`config.mk`:
```
export PLATFORM = sky130hd
export DESIGN_NAME = sdm_la_core
export DESIGN_NICKNAME = d
export VERILOG_FILES = /design/src/rtl/sdm_la_core.sv
export SDC_FILE = /design/constraint.sdc
export NUM_CORES = 1
export LEC_CHECK = 0
export ABC_AREA = 1
export CAP_MARGIN = 5
export CORE_UTILIZATION = 25
export DETAILED_ROUTE_END_ITERATION = 8
export SYNTH_ARGS = -nofsm -noshare
export SYNTH_HDL_FRONTEND = slang
export SYNTH_SLANG_ARGS = --single-unit
```
`constraint.sdc`:
```
create_clock -name dsd_clk -period 11.6 [get_ports dsd_clk]
set_input_delay 1.74 -clock dsd_clk [delete_from_list [all_inputs] [get_ports dsd_clk]]
set_output_delay 1.74 -clock dsd_clk [all_outputs]
set_load 0.02 [all_outputs]
```
`src/rtl/sdm_la_core.sv`:
```
// Purpose: parametrised look-ahead sigma-delta modulator, one 1-bit DSD symbol per dsd_clk.
// Latency: x_in sampled on edge n drives sdm_out right after edge n (one register).
// Backpressure: none; a symbol is committed every cycle, mute overrides the loop.
module sdm_la_core #(
  parameter int              ORDER      = 6,
  parameter int              DW         = 28,
  parameter int              GW         = 3,
  parameter int              CW         = 20,
  parameter logic [ORDER*CW-1:0] A      = '0,
  parameter int              CSHIFT     = 12,
  parameter int              FS         = 2**26,
  parameter int              RUN_MAX    = 28,
  parameter int              AUTO_RESET = 1
) (
  input  logic                 dsd_clk,
  input  logic                 reset_n,
  input  logic signed [DW-1:0] x_in,
  input  logic                 mute,
  output logic                 sdm_out,
  output logic                 sdm_out_n,
  output logic                 overflow,
  output logic                 sat,
  output logic [4:0]           run_len
);

  // Widest stage, plus headroom so stage sums and +-FS never wrap before clamping.
  localparam int SW = DW + GW * ORDER;
  localparam int WW = ((SW > 33) ? SW : 33) + 2;
  localparam int PW = WW + CW + 4;
  localparam logic signed [WW-1:0] FS_W = WW'(FS);

  typedef enum logic [1:0] {ST_RUN, ST_MUTE, ST_RECOVER} state_t;

  state_t               r_state, w_state_nxt;
  logic signed [WW-1:0] r_s [ORDER];
  logic signed [WW-1:0] w_s_nxt [ORDER];
  logic                 r_out, r_ovf, r_sat;
  logic [4:0]           r_run;
  logic [1:0]           r_m;

  logic signed [WW-1:0] w_cand [2][ORDER];
  logic                 w_clip [2];
  logic signed [PW-1:0] w_abs [2];
  logic                 w_pick, w_bit, w_hit, w_sat_set;
  logic [4:0]           w_inc, w_cnt, w_run_nxt;
  logic [1:0]           w_m_nxt;

  // 2^(width-1) of 1-based stage k; the stage range is [-top, top-1].
  function automatic logic signed [WW-1:0] stage_top(input int k);
    return WW'(1) <<< (DW + GW * k - 1);
  endfunction

  // Evaluate both candidate symbols: saturated integrator update and |cost|.
  always_comb begin
    logic signed [WW-1:0] v_u, v_prev, v_raw, v_top;
    logic signed [PW-1:0] v_acc;
    v_u = '0; v_prev = '0; v_raw = '0; v_top = '0; v_acc = '0;
    for (int b = 0; b < 2; b++) begin
      w_clip[b] = 1'b0;
      v_acc     = '0;
      v_u       = WW'(x_in) + ((b == 1) ? -FS_W : FS_W);
      v_prev    = '0;
      for (int k = 0; k < ORDER; k++) begin
        // Every stage adds the old value of its predecessor (first stage adds u).
        v_raw  = r_s[k] + ((k == 0) ? v_u : v_prev);
        v_prev = r_s[k];
        v_top  = stage_top(k + 1);
        if (v_raw > v_top - 1) begin
          v_raw     = v_top - 1;
          w_clip[b] = 1'b1;
        end else if (v_raw < -v_top) begin
          v_raw     = -v_top;
          w_clip[b] = 1'b1;
        end
        w_cand[b][k] = v_raw;
        v_acc = v_acc + PW'($signed(A[k*CW +: CW])) * PW'(v_raw);
      end
      v_acc    = v_acc >>> CSHIFT;
      w_abs[b] = (v_acc < 0) ? -v_acc : v_acc;
    end
  end

  // Ties favour the '1' symbol.
  assign w_pick = (w_abs[1] <= w_abs[0]);

  // Next-state, output bit, run counter; mute has priority over everything.
  always_comb begin
    w_state_nxt = ST_RUN;
    w_bit       = w_pick;
    w_m_nxt     = 2'd0;
    w_sat_set   = 1'b0;
    for (int k = 0; k < ORDER; k++) w_s_nxt[k] = w_cand[w_pick][k];
    if (mute) begin
      w_state_nxt = ST_MUTE;
      w_bit       = r_m[1];
      w_m_nxt     = r_m + 2'd1;
      for (int k = 0; k < ORDER; k++) w_s_nxt[k] = '0;
    end else if (r_state == ST_RECOVER) begin
      w_state_nxt = ST_RUN;
      w_bit       = ~r_out;
      for (int k = 0; k < ORDER; k++) w_s_nxt[k] = '0;
    end else begin
      w_sat_set = w_clip[w_pick];
    end
    w_inc     = (r_run == 5'd31) ? 5'd31 : r_run + 5'd1;
    w_cnt     = (w_bit == r_out) ? w_inc : 5'd1;
    w_hit     = (w_cnt == 5'(RUN_MAX)) && (r_run != 5'(RUN_MAX));
    w_run_nxt = mute ? 5'd0 : w_cnt;
    if (!mute && r_state != ST_RECOVER && w_hit && AUTO_RESET != 0)
      w_state_nxt = ST_RECOVER;
  end

  // State register; asynchronous reset to an idle modulator.
  always_ff @(posedge dsd_clk or negedge reset_n) begin
    if (!reset_n) begin
      r_state <= ST_RUN;
      for (int k = 0; k < ORDER; k++) r_s[k] <= '0;
      r_out   <= 1'b0;
      r_ovf   <= 1'b0;
      r_sat   <= 1'b0;
      r_run   <= 5'd0;
      r_m     <= 2'd0;
    end else begin
      r_state <= w_state_nxt;
      for (int k = 0; k < ORDER; k++) r_s[k] <= w_s_nxt[k];
      r_out   <= w_bit;
      r_ovf   <= r_ovf | w_hit;
      r_sat   <= r_sat | w_sat_set;
      r_run   <= w_run_nxt;
      r_m     <= w_m_nxt;
    end
  end

  assign sdm_out   = r_out;
  assign sdm_out_n = ~r_out;
  assign overflow  = r_ovf;
  assign sat       = r_sat;
  assign run_len   = r_run;

endmodule
```
# == After elaboration in Yosys (flattened, before gate mapping) ==
# Cells that the tools add are included.
# totals
out_inout_bits,9
wordCells,82
in_bits,31
regBits,300
# op_classes
eq_ne,6
reduce_logical,4
n_addsub,9
n_mux,36
bitwise,3
magnitude_cmp,12
# op_table
operator,n
288-bit two-way mux,2
48-bit two-way mux,12
48-bit adder,5
48-bit by 29-bit adder with 48-bit output,1
"48-bit by 31-bit > comparator with 1-bit output, second input constant",1
"48-bit by 34-bit > comparator with 1-bit output, second input constant",1
"48-bit by 37-bit > comparator with 1-bit output, second input constant",1
"48-bit by 40-bit > comparator with 1-bit output, second input constant",1
"48-bit by 43-bit > comparator with 1-bit output, second input constant",1
"48-bit by 46-bit > comparator with 1-bit output, second input constant",1
"48-bit by 31-bit less-than comparator with 1-bit output, second input constant",1
"48-bit by 34-bit less-than comparator with 1-bit output, second input constant",1
"48-bit by 37-bit less-than comparator with 1-bit output, second input constant",1
"48-bit by 40-bit less-than comparator with 1-bit output, second input constant",1
"48-bit by 43-bit less-than comparator with 1-bit output, second input constant",1
"48-bit by 46-bit less-than comparator with 1-bit output, second input constant",1
"28-bit by 27-bit adder with 29-bit output, second input constant",1
1-bit two-way mux,17
5-bit two-way mux,3
"5-bit equality test, second input constant",2
"5-bit by 1-bit adder with 5-bit output, second input constant",1
"5-bit != test, second input constant",1
2-bit two-way mux,2
1-bit logical AND,3
other kinds (7),8

# == Longest topological paths before layout ==
# Gate-level depths: netlist of run 1.
# depth
ltp_word,18
mapped_depth,26
ltp_nobuf,26

# == Least setup slack after synthesis of run 1 ==
# OpenSTA, ideal clock, no wires.
# synth_path
path_kind,input to register
from,input x_in[27]
to,register r_s[276] (netlist bit)
slack_ns,6.253
cell_stages,22
setup_ns,0.141
path_buffers,2
arrival_ns,5.206
required_time_ns,11.459
path_cell_list,inv_1 ha_1 inv_1 ha_1 nand2_1 nor2_1 nand2_1 nor3_1 nand3_1 nand3_1 nand2_1 nand2_1 inv_1 nor4_1 nand3b_1 nor4_1 nand2_1 ha_1 inv_1 clkbuf_1 clkbuf_1 a31oi_1
# synth_rtl
element,line,source
start: declaration,17,"input logic signed [DW-1:0] x_in,"
end: declaration,35,logic signed [WW-1:0] r_s [ORDER];

==> summary.txt, run 1 <==
Status
  • Outcome: finished, final reports clean

Place
  • Placed cell count: 6444
  • Pre-CTS WS: 4390 ps
  • Dpl hpwl: 89.9 mm
  • IO buf count: 39
  • Post-placement cell area: about 33000 sq um
  • GP Congestion: between 0.9 and 1

Drt
  • ANT nets after route: 0
  • DRC: 0
  • Drt wl/cell: around 17 um
  • Vias after detailed routing: ~32000
  • DRT Wirelength: ~110 mm
  • Pre-antenna DRT Iters: 6
  • Via density: 4.85
  • Drt first-iter violations: between 2000 and 2500

Clock network
  • Reg clk slew, reported paths: approximately 60 ps
  • H-tree levels: 2
  • CTS Hold Bufs: 0
  • Clk_lat worst skew: 600 ps
  • Setup bufs post-CTS: 0
  • Root Buffer: clkbuf_16
  • TritonCTS Buffers: 40
  • Clock Tree Buf Depth: 3
  • CTS Sinks: 300
  • TritonCTS clock tree: done
  • Post-CTS sizing: 0

Worst setup path
  • Crit Path Max Fanout: 35
  • Critical Path Source Type: input port
  • Slowest stage cell, crit path: inv_1
  • CP Class: in -> reg
  • Reg2Reg Capture Point: sat
  • Worst stage delay on the critical path: 890 ps
  • Req. time, crit path: roughly 12000 ps
  • Cells on worst reg2reg path: 23
  • Crit. End Element: flip-flop
  • FF-to-FF setup slack: between 6000 and 7000 ps
  • Launch point of the worst reg-to-reg path: r_s[192]
  • CP arrival: just over 7000 ps

STA
  • Fmax: 150 MHz
  • Fin worst setup slack: 4930 ps
  • Worst Skew: 26.6 ps
  • Final Hold Viols: 0
  • Final slew viol count: 0
  • RSZ-0062 raised after global routing: false
  • Setup TNS: 0 ps
  • Finish-stage setup viols: 0
  • Tmin final: 6670 ps
  • Final worst-path cycle share: 57.5%
  • Worst-Margin Slew: 1220 ps
  • Slew headroom: around 19%

Global routing
  • First-pass GRT wire length: between 150 and 200 mm
  • Vias in the first global route: 31300
  • Grt ovf: 0
  • Tot GR Track Use: 17.2%
  • Pin count of the biggest net entering global routing: between 100 and 150
  • Antenna violations before repair: 0

Floorplan
  • # rows: 128
  • Starting density of the core: 25.3%
  • Die footprint: 125000 sq um
  • Core ar.: between 100000 and 150000 sq um
  • Chip Width: 354 um
  • IO Pins: 40
  • Chip height: about 350 um

Hold path
  • Hold Crit Endpoint: r_m[0]
  • Hold Crit Class: reg -> reg
  • HP Start: r_m[0]
  • Hold path depth: 1

Yosys
  • Share of the synthesized area in the top cell type: approximately 24%
  • Count leader, synth: nand2_1
  • Synth Area per Inst: 6.39 sq um
  • Cells after synthesis: just under 5000
  • Post-synthesis sequential area ratio: 24.3%
  • Synth cell count leaders: nand2_1 (1186), inv_1 (650), nor2_1 (639)
  • Main synth FF type: dfrtp_1
  • Synth async-reset ratio: 100%
  • Synth Cell Area: 30900 sq um
  • Main area contributors after synthesis: dfrtp_1 (24%), nand2_1 (14%), ha_1 (14%)
  • Synth area leader: dfrtp_1
  • Library cells used by synthesis: 63
  • Syn nets: 5211
  • Post-synth EDFFs: 0
  • Yosys reg bits: 300
  • Synth warnings: 0

Finish
  • Final cell count without fillers: 6516
  • Layout fillers: 13600
  • Ant. Diodes: 0
  • Nets: ~5200
  • Register area: 7510 sq um
  • Share of layout cells above drive strength 1: under 10%
  • Finished Cell Area: 34600 sq um
  • Multi-input combinational cell area: 20600 sq um
  • Area Overhead vs Synth: 11.9%

Pwr
  • PwrDens: 321 nW/um^2
  • Pleak: 0.0171 uW
  • Overall power: 11100 uW
  • Max VDD drop: 0.360 mV

Flow run
  • Max-cap violation count: 0
-- power by group --
group	internal, uW	total (uW)	switching (uW)
clock	848	1380	534
combinational	2550	7820	5270
sequential	1480	1910	429
total	4880	11100	6240
-- cell usage in the layout, fill, tap and decap left out, types with 11 or more instances in the layout --
cell             synthesis  layout
nor2_2                  24      24
nor3_1                  57      57
xor2_1                  65      65
ha_1                   336     335
nor2_1                 639     639
a21o_1                  43      43
inv_1                  650     650
nand2_2                 10      11
o21ai_0                276     276
o21ai_1                 29      29
clkbuf_16                0      40
nand4_1                 51      51
nor4_1                  21      21
a31oi_1                 31      31
nand2_1               1186    1185
a21oi_1                622     622
or2_2                   37      37
o21a_1                  19      19
clkdlybuf4s50_1          0      38
buf_4                    2      18
nand3_1                184     184
o21bai_1                36      36
xnor2_1                 46      46
dfrtp_1                300     300
-- registers in the layout (all words and copies together), names as in the netlist --
| name | count |
|---|---|
| r_state | 2 |
| sdm_out | 1 |
| r_m | 2 |
| r_s | 288 |
| sat | 1 |
| run_len | 5 |
| overflow | 1 |
-- final cells by class --
type / instances / area share [%]
Multi-Input combinational cell: 3803 / 59.6
Sequential cell: 300 / 21.7
Inverter: 659 / 7.17
Tap cell: 1625 / 5.88
Clock buffer: 50 / 3.15
Timing Repair Buffer: 57 / 1.53
Clock inverter: 22 / 1.01
-- kinds of logic (layout without fill, tap and decap cells) --
kind of cell | count (synthesis) | after routing | share of synthesized area, %
buffers and inverters | 735 | 788 | 9.12
AOI/OAI and AO/OA | 1101 | 1101 | 19.2
xor gates and xnor gates | 117 | 117 | 3.46
and+or+nand+nor | 2243 | 2243 | 29.9
adders and majority gates | 342 | 342 | 14.0
DFF | 300 | 300 | 24.3
-- worst max-delay path by stage --
| stage | to | slack, ps | startpoint |
|---|---|---|---|
| floorplan | r_s[276] | 6250 | x_in[27] |
| global placement | r_s[254] | 4500 | x_in[27] |
| detailed placement | r_s[268] | 4390 | x_in[27] |
| CTS | r_s[268] | 5000 | x_in[27] |
| global route | r_s[268] | 4370 | x_in[27] |
| finish | r_s[264] | 4930 | x_in[27] |
-- through the flow --
stage               utilization, %  hold slack [ps]
floorplan                        -              416
global route                  28.3              466
finish                        28.3              448
detailed placement            27.1              446
global placement              27.1              428
CTS                           28.3              454
-- worst max-delay path: cells and delay by family --
kind / cells / cell delay, ps
buffers and inverters: 8 / 2260
AND/OR/NAND/NOR: 14 / 1640
AO/OA/AOI/OAI: 2 / 450
adder cells (fa/ha/maj): 3 / 1070
-- layer usage --
metal / part of all wire (%) / global-route usage, % / vias to the layer above
met4: 3.9 / 6.23 / 0
met3: 4.1 / 1.73 / 222
met5: 0 / 0 / -
li1: - / - / 16000
met1: 45 / 21.9 / 14600
met2: 47 / 29.8 / 759
No activity file was read; power rests on OpenSTA's default activity.
==> inputs of run 2 (changes only) <==
==> constraint.sdc (replaced) <==
create_clock -name dsd_clk -period 5.85 [get_ports dsd_clk]
set_input_delay 0.8775 -clock dsd_clk [delete_from_list [all_inputs] [get_ports dsd_clk]]
set_output_delay 0.8775 -clock dsd_clk [all_outputs]
set_load 0.02 [all_outputs]
==> run 2 against run 1 <==
Against the previous run: non-clock buffer count grew 16; largest power group unchanged; routed wire length grew 1.8%; total power rose by 100%; worst hold slack worse by 120 ps.
==> summary.txt, run 2 (synthesized netlist as in run 1, its figures left out) <==
Clock network
  • Post-CTS sizing: 0
  • Clk_lat worst skew: 600 ps
  • Setup bufs post-CTS: 0
  • Clock Tree Buf Depth: 3
  • TritonCTS Buffers: 38
  • TritonCTS clock tree: done
  • H-tree levels: 2
  • Reg clk slew, reported paths: around 60 ps
  • CTS Hold Bufs: 0
  • CTS Sinks: 300
  • Root Buffer: clkbuf_16

Drt
  • Drt wl/cell: about 17 um
  • DRC: 0
  • Drt first-iter violations: 2310
  • Pre-antenna DRT Iters: 6
  • DRT Wirelength: 112 mm
  • Via density: 4.83
  • ANT nets after route: 0
  • Vias after detailed routing: 31600

Global routing
  • Grt ovf: 0
  • M3 GR Usage: under 10%
  • Pin count of the biggest net entering global routing: 132
  • Met1 Use GR: 22.1%
  • Tot GR Track Use: 17.5%
  • Met2 usage: 30.7%
  • First-pass GRT wire length: 172 mm
  • Gr busiest metal: met2
  • Antenna violations before repair: 0
  • Vias in the first global route: 31200

Finish
  • Layout fillers: roughly 14000
  • Finished Cell Area: 34700 sq um
  • Most common cell after layout, fill and taps aside: nand2_1
  • Number of flip-flops in the largest register: 288
  • Nets: ~5200
  • Ant. Diodes: 0
  • Biggest register: r_s
  • Area Overhead vs Synth: 12.1%
  • Share of layout cells above drive strength 1: under 10%
  • Most frequent cells in the layout: nand2_1 (1186), inv_1 (650), nor2_1 (639)

Worst setup path
  • Worst stage delay on the critical path: around 500 ps
  • Critical Path Source Type: input port
  • Crit Path Max Fanout: 29
  • Slowest stage cell, crit path: clkdlybuf4s50_1
  • CP arrival: 5540 ps
  • Cells on worst reg2reg path: 22
  • CP Class: in -> reg
  • Crit. End Element: flip-flop
  • Req. time, crit path: 6370 ps

STA
  • Final worst-path cycle share: between 80% and 90%
  • Worst Skew: roughly 34 ps
  • Finish-stage setup viols: 0
  • Fin Hold WS: 332 ps
  • Fmax: 199 MHz
  • Final slew viol count: 0
  • Worst-Margin Slew: roughly 1100 ps
  • RSZ-0062 raised after global routing: false
  • Setup TNS: 0 ps
  • Slew headroom: 29.9%
  • Final Hold Viols: 0
  • Tmin final: 5030 ps

Floorplan
  • IO Pins: 40
  • Core ar.: 122000 sq um
  • Starting density of the core: ~25%
  • Chip height: 354 um
  • # rows: approximately 130
  • Die footprint: 125000 sq um
  • Chip Width: 354 um

Pwr
  • Clock share of power: 11.9%
  • Sw Share: between 50% and 60%
  • P_sw: between 10000 and 15000 uW
  • Pleak: 0.0171 uW
  • PwrDens: 641 nW/um^2
  • Seq pwr share: 17.0%
  • Int Power: 9700 uW
  • Max VDD drop: approximately 0.68 mV
  • Comb power frac: around 71%

Place
  • Dpl hpwl: ~92 mm
  • GP Congestion: 0.997
  • Post-placement cell area: approximately 33000 sq um
  • IO buf count: 39

Hold path
  • Hold Crit Class: in -> async

Status
  • Outcome: finished, final reports clean

Flow run
  • Max-cap violation count: 0
[run 2: cell types whose count changed in the layout (fill, tap and decap cells not counted), sizes merged]
| cell | before | now |
|---|---|---|
| bufinv | 8 | 7 |
| clkinv | 10 | 6 |
| inv | 661 | 662 |
| buf | 19 | 35 |
| clkinvlp | 2 | 3 |
[run 2: final timing paths]
check | startpoint | endpoint | slack, ps
max in group asynchronous | reset_n | sat | 4160
hold reg to reg | r_m[0] | r_m[0] | 440
setup reg to reg | r_s[192] | sat | 970
setup / recovery | x_in[27] | r_s[263] | 820
hold / removal | reset_n | r_m[1] | 330
min in group dsd_clk | r_m[0] | r_m[0] | 440
[run 2: worst max-delay path: cells and delay by family]
family	cells	cell delay (ps)
compound gates	2	240
fa+ha+maj	3	1120
buf+inv	8	1560
simple gates	14	1720
[run 2: per-stage QoR]
step                      setup slack [ps]  total power [uW]  std cells  util, %
after global placement                 341             19300       6460     27.2
after floorplan                       1370             15100       4838        -
after CTS                              890             22100       6529     28.4
final                                  825             22200       6529     28.4
after global routing                   368             24400       6529     28.4
after detailed placement               271             19300       6460     27.2
[run 2: power by group through the flow]
stage                     Combinational, uW  Clock (uW)  Sequential [uW]
after CTS                             15600        2700             3750
after global placement                15500           0             3780
after floorplan                       11800           0             3300
final                                 15800        2640             3780
after global routing                  17800        2790             3840
after detailed placement              15500           0             3790
[run 2: area by class of cell]
| cell class | instances | area [sq um] | area share, % |
|---|---|---|---|
| clock inverter | 19 | 300 | 0.866 |
| clock buffer | 50 | 1070 | 3.08 |
| tap | 1625 | 2030 | 5.87 |
| sequential | 300 | 7510 | 21.7 |
| multi-input combinational | 3803 | 20600 | 59.4 |
| timing repair buffer | 73 | 676 | 1.95 |
| inverter | 659 | 2480 | 7.15 |
[run 2: layer usage]
layer	part of all wire [%]	up-vias
met5	0	-
met4	4.1	0
met3	3.4	202
met2	48	684
met1	45	14700
li1	-	16000
==> inputs of run 3 (changes only) <==
--- a/config.mk
+++ b/config.mk
@@ -7,6 +7,7 @@
 export LEC_CHECK = 0
 export ABC_AREA = 1
 export CAP_MARGIN = 5
+export CORE_MARGIN = 2
 export CORE_UTILIZATION = 25
 export DETAILED_ROUTE_END_ITERATION = 8
 export SYNTH_ARGS = -nofsm -noshare
==> constraint.sdc (replaced) <==
create_clock -name dsd_clk -period 5.1 [get_ports dsd_clk]
set_input_delay 0.765 -clock dsd_clk [delete_from_list [all_inputs] [get_ports dsd_clk]]
set_output_delay 0.765 -clock dsd_clk [all_outputs]
set_load 0.02 [all_outputs]
==> run 3 against run 2 <==
Against the previous run: routed wire length up 2.1%; first-iteration DRC count is 8.3% lower; worst hold slack worse by 120 ps; sequential power grew 16%; die area up 1.1%; sequential share of layout area is 0.79 points lower; clock-buffer cell count grew 1; worst setup slack got worse by 260 ps; via count up 2.0%; critical path depth unchanged; largest cell class unchanged; highest routed layer unchanged.
==> summary.txt, run 3 (synthesized netlist as in run 1, its figures left out) <==
Status
  • Outcome: finished, final reports clean

Worst setup path
  • Crit. End Element: flip-flop
  • Cells on worst reg2reg path: 19
  • Req. time, crit path: roughly 5500 ps
  • Crit Path Max Fanout: 20
  • FF-to-FF setup slack: 680 ps
  • Critical Path Source Type: input port
  • Crit path from: x_in[27]
  • CP Class: in -> reg
  • Reg2Reg Capture Point: r_s[204]
  • Launch point of the worst reg-to-reg path: r_s[192]
  • CP arrival: 4960 ps

Global routing
  • Grt ovf: 0
  • Tot GR Track Use: between 15 and 20%
  • Pin count of the biggest net entering global routing: 120
  • First-pass GRT wire length: 177 mm
  • Antenna violations before repair: 0
  • Vias in the first global route: 32300

STA
  • Fin worst setup slack: 570 ps
  • RSZ-0062 raised after global routing: false
  • Fmax: 221 MHz
  • Worst-Margin Slew: 1020 ps
  • Final Hold Viols: 0
  • Final slew viol count: 0
  • Finish-stage setup viols: 0
  • Slew headroom: 32.1%
  • Final worst-path cycle share: 88.8%
  • Worst Skew: roughly 33 ps
  • Tmin final: 4530 ps

Finish
  • Number of flip-flops in the largest register: 288
  • Ant. Diodes: 0
  • Share of layout cells above drive strength 1: 7.44%
  • Most common cell after layout, fill and taps aside: nand2_1
  • Most frequent cells in the layout: nand2_1 (1186), inv_1 (650), nor2_1 (639)
  • Finished Cell Area: 36000 sq um
  • Layout fillers: 13700
  • Area Overhead vs Synth: 16.3%
  • Nets: 5411
  • Biggest register: r_s

Drt
  • DRT Wirelength: 114 mm
  • Drt first-iter violations: 2119
  • Drt wl/cell: 17.0 um
  • Vias after detailed routing: about 32000
  • Via density: approximately 4.8
  • DRC: 0
  • ANT nets after route: 0
  • Pre-antenna DRT Iters: 5

Floorplan
  • # rows: 129
  • Chip height: around 360 um
  • Core ar.: 123000 sq um
  • IO Pins: 40
  • Die footprint: roughly 130000 sq um
  • Starting density of the core: 25.1%
  • Chip Width: 356 um

Clock network
  • Reg clk slew, reported paths: 60 ps
  • TritonCTS Buffers: 38
  • Setup bufs post-CTS: 0
  • CTS Sinks: 300
  • Clock Tree Buf Depth: 3
  • Clk_lat worst skew: about 600 ps
  • TritonCTS clock tree: done
  • H-tree levels: 2
  • Root Buffer: clkbuf_16
  • CTS Hold Bufs: 0

Place
  • Dpl hpwl: 95.1 mm
  • Pre-CTS WS: -45.7 ps
  • Post-placement cell area: 34600 sq um
  • IO buf count: 39
  • GP Congestion: 1.05

Pwr
  • PwrDens: 739 nW/um^2
  • Pleak: 0.0179 uW
  • Max VDD drop: 0.642 mV

Hold path
  • Hold Crit Class: in -> async

Flow run
  • Max-cap violation count: 0
-- run 3: changes by cell type in the layout (fill, tap and decap cells not counted), sizes merged --
cell      before  now
buf           35  198
bufinv         7    8
clkbuf        50   51
clkinv         6    7
clkinvlp       3    1
inv          662  661
-- run 3: timing repair --
action | CTS | global route
endpoints found under the setup margin | 0 | 1
hold endpoints to repair | 0 | 0
gates resized for setup | 0 | 1
-- run 3: worst max-delay path by stage --
stage	to	slack, ps	cells past startpoint
final	r_s[265]	570	27
after global routing	r_s[265]	70	29
after CTS	r_s[283]	560	25
after detailed placement	r_s[246]	-50	27
after global placement	r_s[251]	-50	29
after floorplan	r_s[276]	730	22
-- run 3: per-layer routing --
metal  vias to the layer above  global-route usage, %  wire length (um)
li1                      16400                      -                 -
met1                     14900                   21.9             50600
met2                       694                   31.5             54400
met3                       222                   1.44              3440
met4                         0                   7.59              5470
met5                         -                      0                 0
-- run 3: layout make-up --
type	count	area [sq um]	share of cell area, %
sequential	300	7510	20.9
clock inverter	18	312	0.866
timing repair buffer	236	1940	5.39
multi-input combinational	3803	20600	57.3
inverter	659	2480	6.89
tap	1637	2050	5.70
clock buffer	51	1080	3.01
-- run 3: through the flow --
step | hold WS [ps] | TNS, ps | power, uW | utilization [%] | instances
finish | 213 | 0 | 26600 | 29.2 | 6704
global route | 298 | 0 | 29200 | 29.2 | 6704
CTS | 282 | 0 | 26500 | 29.2 | 6704
detailed placement | 433 | -496 | 23200 | 28.1 | 6635
global placement | 426 | -749 | 23200 | 28.1 | 6635
floorplan | 416 | 0 | 17300 | - | 4838
-- run 3: power breakdown --
group / internal (uW) / switching (uW) / total [uW]
registers: 3370 / 999 / 4370
logic: 6750 / 12400 / 19100
clock network: 1900 / 1190 / 3090
total: 12000 / 14500 / 26600
-- run 3: critical path: stages --
cell and delay [ps]:
clkdlybuf4s50_1 470, inv_1 70, buf_12 150, ha_1 270, inv_1 40, ha_1 340, nand2_1 90, nor2_1 200
nand2_1 100, nor3_1 190, nand3_1 130, nand3_1 100, nand2_1 50, nand2_1 90, inv_1 70, nor4_1 260
buf_4 170, nand3b_1 70, nor4_1 200, nand2_1 100, ha_2 450, inv_1 110, buf_12 160, o21ai_0 80
a21oi_1 50, nor2_1 100, nor2_1 50
